===== src/rtl/dco_word_seq.sv =====
// dco_word_seq: slew-limited ramp sequencer feeding the DCO row/column coder word input.
// Optional macro DCO_SEQ_SLEW_EN enables step limiting; otherwise each target is reached in one step.
`default_nettype none

module dco_word_seq #(
    parameter int WORD_W = 8,
    parameter int STEP_W = 3,
    parameter int DIV_W  = 4
) (
    input  logic              clk,
    input  logic              rst,
    input  logic              tgt_valid,
    input  logic [WORD_W-1:0] tgt_word,
    output logic              tgt_ready,
    input  logic [STEP_W-1:0] step_max,
    input  logic [DIV_W-1:0]  upd_div,
    output logic [WORD_W-1:0] cod_word,
    output logic              cod_en,
    output logic              busy,
    output logic              done
);

    typedef enum logic [0:0] {
        IDLE = 1'b0,
        WAIT = 1'b1
    } state_t;

    localparam logic [WORD_W-1:0] WORD_RST = {1'b1, {(WORD_W-1){1'b0}}};

    state_t              state, state_n;
    logic [WORD_W-1:0]   tgt_q, tgt_q_n;
    logic [DIV_W-1:0]    cnt, cnt_n;
    logic [WORD_W-1:0]   word_n;
    logic                en_n, done_n;
    logic                eq_pend, eq_pend_n;

    logic                up;
    logic [WORD_W-1:0]   mag;
    logic [WORD_W-1:0]   step_sz;
    logic [WORD_W-1:0]   word_step;

    // Equal-target acceptance defers done by one edge; ready is held off meanwhile.
    assign tgt_ready = (state == IDLE) && !eq_pend;
    assign busy      = (state == WAIT);

    always_comb begin
        up  = (tgt_q > cod_word);
        mag = up ? (tgt_q - cod_word) : (cod_word - tgt_q);
`ifdef DCO_SEQ_SLEW_EN
        step_sz = {{(WORD_W-STEP_W){1'b0}}, step_max};
        if (step_max == '0) begin
            step_sz = WORD_W'(1);
        end
        if (mag < step_sz) begin
            step_sz = mag;
        end
`else
        step_sz = mag;
`endif
        word_step = up ? (cod_word + step_sz) : (cod_word - step_sz);
    end

`ifndef DCO_SEQ_SLEW_EN
    logic unused_step_max;
    assign unused_step_max = ^step_max;
`endif

    always_comb begin
        state_n   = state;
        tgt_q_n   = tgt_q;
        cnt_n     = cnt;
        word_n    = cod_word;
        en_n      = 1'b0;
        done_n    = 1'b0;
        eq_pend_n = 1'b0;
        unique case (state)
            IDLE: begin
                if (eq_pend) begin
                    done_n = 1'b1;
                end else if (tgt_valid) begin
                    tgt_q_n = tgt_word;
                    if (tgt_word == cod_word) begin
                        eq_pend_n = 1'b1;
                    end else begin
                        cnt_n   = upd_div;
                        state_n = WAIT;
                    end
                end
            end
            WAIT: begin
                if (cnt != '0) begin
                    cnt_n = cnt - DIV_W'(1);
                end else begin
                    word_n = word_step;
                    en_n   = 1'b1;
                    if (word_step == tgt_q) begin
                        done_n  = 1'b1;
                        state_n = IDLE;
                    end else begin
                        cnt_n = upd_div;
                    end
                end
            end
            default: state_n = IDLE;
        endcase
    end

    always_ff @(posedge clk) begin
        if (rst) begin
            state    <= IDLE;
            tgt_q    <= '0;
            cnt      <= '0;
            cod_word <= WORD_RST;
            cod_en   <= 1'b0;
            done     <= 1'b0;
            eq_pend  <= 1'b0;
        end else begin
            state    <= state_n;
            tgt_q    <= tgt_q_n;
            cnt      <= cnt_n;
            cod_word <= word_n;
            cod_en   <= en_n;
            done     <= done_n;
            eq_pend  <= eq_pend_n;
        end
    end

endmodule

`default_nettype wire

===== config.mk =====
export PLATFORM = sky130hd
export DESIGN_NAME = dco_word_seq
export DESIGN_NICKNAME = d
export VERILOG_FILES = /design/src/rtl/dco_word_seq.sv
export SDC_FILE = /design/constraint.sdc
export NUM_CORES = 1
export LEC_CHECK = 0
export ABC_CLOCK_PERIOD_IN_PS = 5680
export CAP_MARGIN = 20
export CELL_PAD_IN_SITES_DETAIL_PLACEMENT = 1
export CELL_PAD_IN_SITES_GLOBAL_PLACEMENT = 2
export CORE_MARGIN = 8
export CORE_UTILIZATION = 33
export DETAILED_ROUTE_END_ITERATION = 10
export PLACE_DENSITY_LB_ADDON = 0.2
export SLEW_MARGIN = 0
export SYNTH_ARGS = -nofsm -noshare
export SYNTH_HDL_FRONTEND = slang
export SYNTH_SLANG_ARGS = --single-unit

===== constraint.sdc =====
create_clock -name clk -period 5.68 [get_ports clk]
set_clock_uncertainty 0.05 [all_clocks]
set_input_delay 1.136 -clock clk [delete_from_list [all_inputs] [get_ports clk]]
set_output_delay 1.136 -clock clk [all_outputs]
set_load 0.02 [all_outputs]

==> impl_metrics.sql <==
INSERT INTO impl_metrics (metric_group, metric, value, unit) VALUES
('run_status', 'run_status', 'completed', ''),
('yosys', 'synth-async-reset-ratio', '0', '%'),
('cells_and_area', 'drive_above_1_share', '9.94', '%'),
('drt', 'detail-route-antenna-nets', '0', ''),
('yosys', 'synth-seq-cells', '24', ''),
('yosys', 'post_synth_inst_count', '312', ''),
('cells_and_area', 'final-seq-area', '484', 'sq um'),
('sta', 'slew_violations', '0', ''),
('global_route', 'maximum_number_of_pins_on_one_net_before_global_route_repair', '28', ''),
('job', 'cap_viol_max_count', '0', ''),
('sta', 'hold_viol', '0', ''),
('floorplanning', 'dieWidth', '102', 'um'),
('yosys', 'synth_cell_types', '59', ''),
('place', 'dpl_cell_area', '0.00288', 'sq mm'),
('yosys', 'synth_top_flop_cell', 'sky130_fd_sc_hd__dfxtp_1', ''),
('yosys', 'syn_avg_cell_area', '7.88', 'sq um'),
('global_route', 'via_count_of_the_first_global_routing_pass', '2352', ''),
('clock_tree', 'cts_buf_count', '3', ''),
('critical_path', 'critical_path.startpoint_type', 'register', ''),
('sta', 'unrepaired_setup_endpoints_after_global_routing', 'no', ''),
('yosys', 'yosys-top-cells-count', '39 x sky130_fd_sc_hd__a21oi_1, 34 x sky130_fd_sc_hd__nand2_1, 26 x sky130_fd_sc_hd__inv_1, 25 x sky130_fd_sc_hd__nor2_1, 24 x sky130_fd_sc_hd__dfxtp_1', ''),
('critical_path', 'critPathRequiredTime', '5790', 'ps'),
('pwr', 'leakagePower', '1.18', 'nW'),
('yosys', 'count_of_flip_flops_with_a_built_in_enable_after_synthesis', '0', ''),
('floorplanning', 'floorplan.rows', '31', ''),
('yosys', 'post_synth_instance_area', '0.00246', 'sq mm'),
('yosys', 'number_of_warnings_printed_during_yosys_synthesis', '0', ''),
('critical_path', 'cp_top_family', 'compound AO/OA/AOI/OAI gates', ''),
('sta', 'post-route-min-period', '5280', 'ps'),
('clock_tree', 'clock_sink_count', '24', ''),
('pwr', 'irDropWorstVdd', '0.000207', 'V'),
('place', 'placer_congestion_estimate', '0.812', ''),
('critical_path', 'worst_path_arrival_time', '5390', 'ps'),
('drt', 'drc', '0', ''),
('sta', 'timing.final.crit_share', '92.9', '%'),
('cells_and_area', 'design.final.nets', '388', ''),
('drt', 'detail_route.vias_per_cell', '4.91', ''),
('critical_path', 'maximum_fanout_count_along_the_critical_path', '7', ''),
('cells_and_area', 'area.growth.synth_to_final', '19.1', '%'),
('yosys', 'synth.area.top_cells', 'sky130_fd_sc_hd__dfxtp_1 20%, sky130_fd_sc_hd__ha_1 12%, sky130_fd_sc_hd__a21oi_1 7.9%', ''),
('sta', 'clock.fmax', '0.190', 'GHz'),
('sta', 'timing_worst_slew_pin_value', '996', 'ps'),
('min_path', 'min-delay-path-class', 'reg -> reg', ''),
('sta', 'total_negative_slack', '0', 'ps'),
('yosys', 'top_cell_type_by_total_area_after_synthesis', 'sky130_fd_sc_hd__dfxtp_1', ''),
('critical_path', 'critical_path.most_common_cell', 'sky130_fd_sc_hd__ha_1', ''),
('place', 'dpl.cell_count', '438', ''),
('cells_and_area', 'stdcell_area', '0.00293', 'sq mm'),
('yosys', 'yosysSeqAreaShare', '19.6', '%'),
('drt', 'drt_pass1_iterations', '4', ''),
('place', 'dpl_worst_slack', '253', 'ps'),
('critical_path', 'path_buf_inv', '2', ''),
('critical_path', 'critPathMaxStageDelay', '550', 'ps'),
('critical_path', 'worst-setup-path-type', 'reg -> reg', ''),
('place', 'hpwl', '5.79', 'mm'),
('clock_tree', 'clk_latency', '270', 'ps'),
('cells_and_area', 'instances_no_fill', '441', ''),
('critical_path', 'path_cells', 'inv_1 -> ha_1 -> inv_1 -> fa_1 -> nand3_1 -> a21oi_2 -> o21a_4 -> mux2i_1 -> ha_1 -> xor2_1 -> nor2_1 -> a21oi_1 -> xnor2_1 -> ha_1 -> a21oi_1 -> o21ai_0 -> o41ai_1 -> xnor3_1 -> xnor2_2 -> mux2i_1 -> a21oi_2 -> mux2_4', ''),
('floorplanning', 'floorplan.die.height', '102', 'um'),
('drt', 'drt-wirelength-per-cell', '15.5', 'um'),
('drt', 'route.vias.total', '2166', ''),
('clock_tree', 'clock-root-buffer', 'sky130_fd_sc_hd__clkbuf_8', ''),
('cells_and_area', 'n_fill_cell', '917', ''),
('place', 'portBuffers', '26', ''),
('drt', 'drt-total-wl', '6.85', 'mm'),
('drt', 'dr.first_iter.drc_count', '49', ''),
('critical_path', 'slowest_stage', 'sky130_fd_sc_hd__xnor3_1', ''),
('global_route', 'global_route.overflow_total', '0', ''),
('global_route', 'antenna_found_initial', '0', ''),
('critical_path', 'kind_of_capture_point_of_the_worst_setup_path', 'register', ''),
('yosys', 'net_count_after_synthesis', '356', '');
[per-stage QoR]
step                hold WS (ps)  power [mW]
finish                       447        1.82
floorplan                    403        1.37
global route                 491        2.00
CTS                          454        1.82
global placement             439        1.69
detailed placement           442        1.71
[cell families after synthesis]
logic type | share of synthesized area, %
compound gates | 23.3
xor+xnor | 14.9
fa+ha+maj | 14.2
buf+inv | 6.42
flops | 19.6
mux | 4.07
simple gates | 17.6
[cells in the final DEF, fill, tap and decap left out, drive strengths merged, types with 4 or more instances in the layout]
cell           count
a211oi             4
a21o               7
a21oi             41
and3               4
buf               12
clkdlybuf4s50     26
dfxtp             24
ha                23
inv               27
mux2i              7
nand2             34
nand3              7
nand4              4
nor2              25
nor3               4
o21ai             12
xnor2             18
xor2              17
[sequential cells by signal, summed over array words and instances (netlist names)]
register and count:
tgt_q 8, cnt 4, busy 1, done 1, eq_pend 1, cod_en 1
cod_word 8
[worst register-to-register path: stages (launching register included)]
cell                      delay (ps)
sky130_fd_sc_hd__dfxtp_1         410
sky130_fd_sc_hd__inv_1            60
sky130_fd_sc_hd__ha_1            170
sky130_fd_sc_hd__inv_1            80
sky130_fd_sc_hd__fa_1            270
sky130_fd_sc_hd__nand3_1         140
sky130_fd_sc_hd__a21oi_2         210
sky130_fd_sc_hd__o21a_4          200
sky130_fd_sc_hd__mux2i_1         200
sky130_fd_sc_hd__ha_1            200
sky130_fd_sc_hd__xor2_1          160
sky130_fd_sc_hd__nor2_1           50
sky130_fd_sc_hd__a21oi_1         160
sky130_fd_sc_hd__xnor2_1         160
sky130_fd_sc_hd__ha_1            290
sky130_fd_sc_hd__a21oi_1         280
sky130_fd_sc_hd__o21ai_0         170
sky130_fd_sc_hd__o41ai_1         330
sky130_fd_sc_hd__xnor3_1         550
sky130_fd_sc_hd__xnor2_2         190
sky130_fd_sc_hd__mux2i_1         350
sky130_fd_sc_hd__a21oi_2         160
sky130_fd_sc_hd__mux2_4          330
[power by group]
| group | internal [mW] | switching [mW] |
|---|---|---|
| combinational | 0.672 | 0.825 |
| sequential | 0.195 | 0.0291 |
| clock | 0.0475 | 0.0555 |
[layer usage]
layer	wire (um)	track usage, %
met1	3630	19.2
met5	0	0
met3	48	1.23
met4	40	2.37
met2	3130	22.8
[final timing paths]
kind / slack (ps) / to / cells after the start / from
setup / recovery: 400 / cnt[1] / 22 / tgt_q[0]
hold / removal: 450 / tgt_q[2] / 2 / tgt_q[2]
setup reg to reg: 400 / cnt[1] / 22 / tgt_q[0]
hold reg to reg: 450 / tgt_q[2] / 2 / tgt_q[2]
[final cells by class]
| cell class | count | area share, % |
|---|---|---|
| flip-flops and latches | 24 | 16.5 |
| repair buffers | 38 | 12.0 |
| multi-input cells | 250 | 62.4 |
| well taps | 99 | 4.23 |
| clock buffers | 3 | 1.41 |
| inverters | 27 | 3.46 |
[what timing repair did]
action / CTS / global route
hold buffers: 0 / 0
gates resized for setup: 0 / 5
setup buffers: 0 / 0
setup endpoints to repair: 0 / 4
Power figures use the tool's default switching activity.
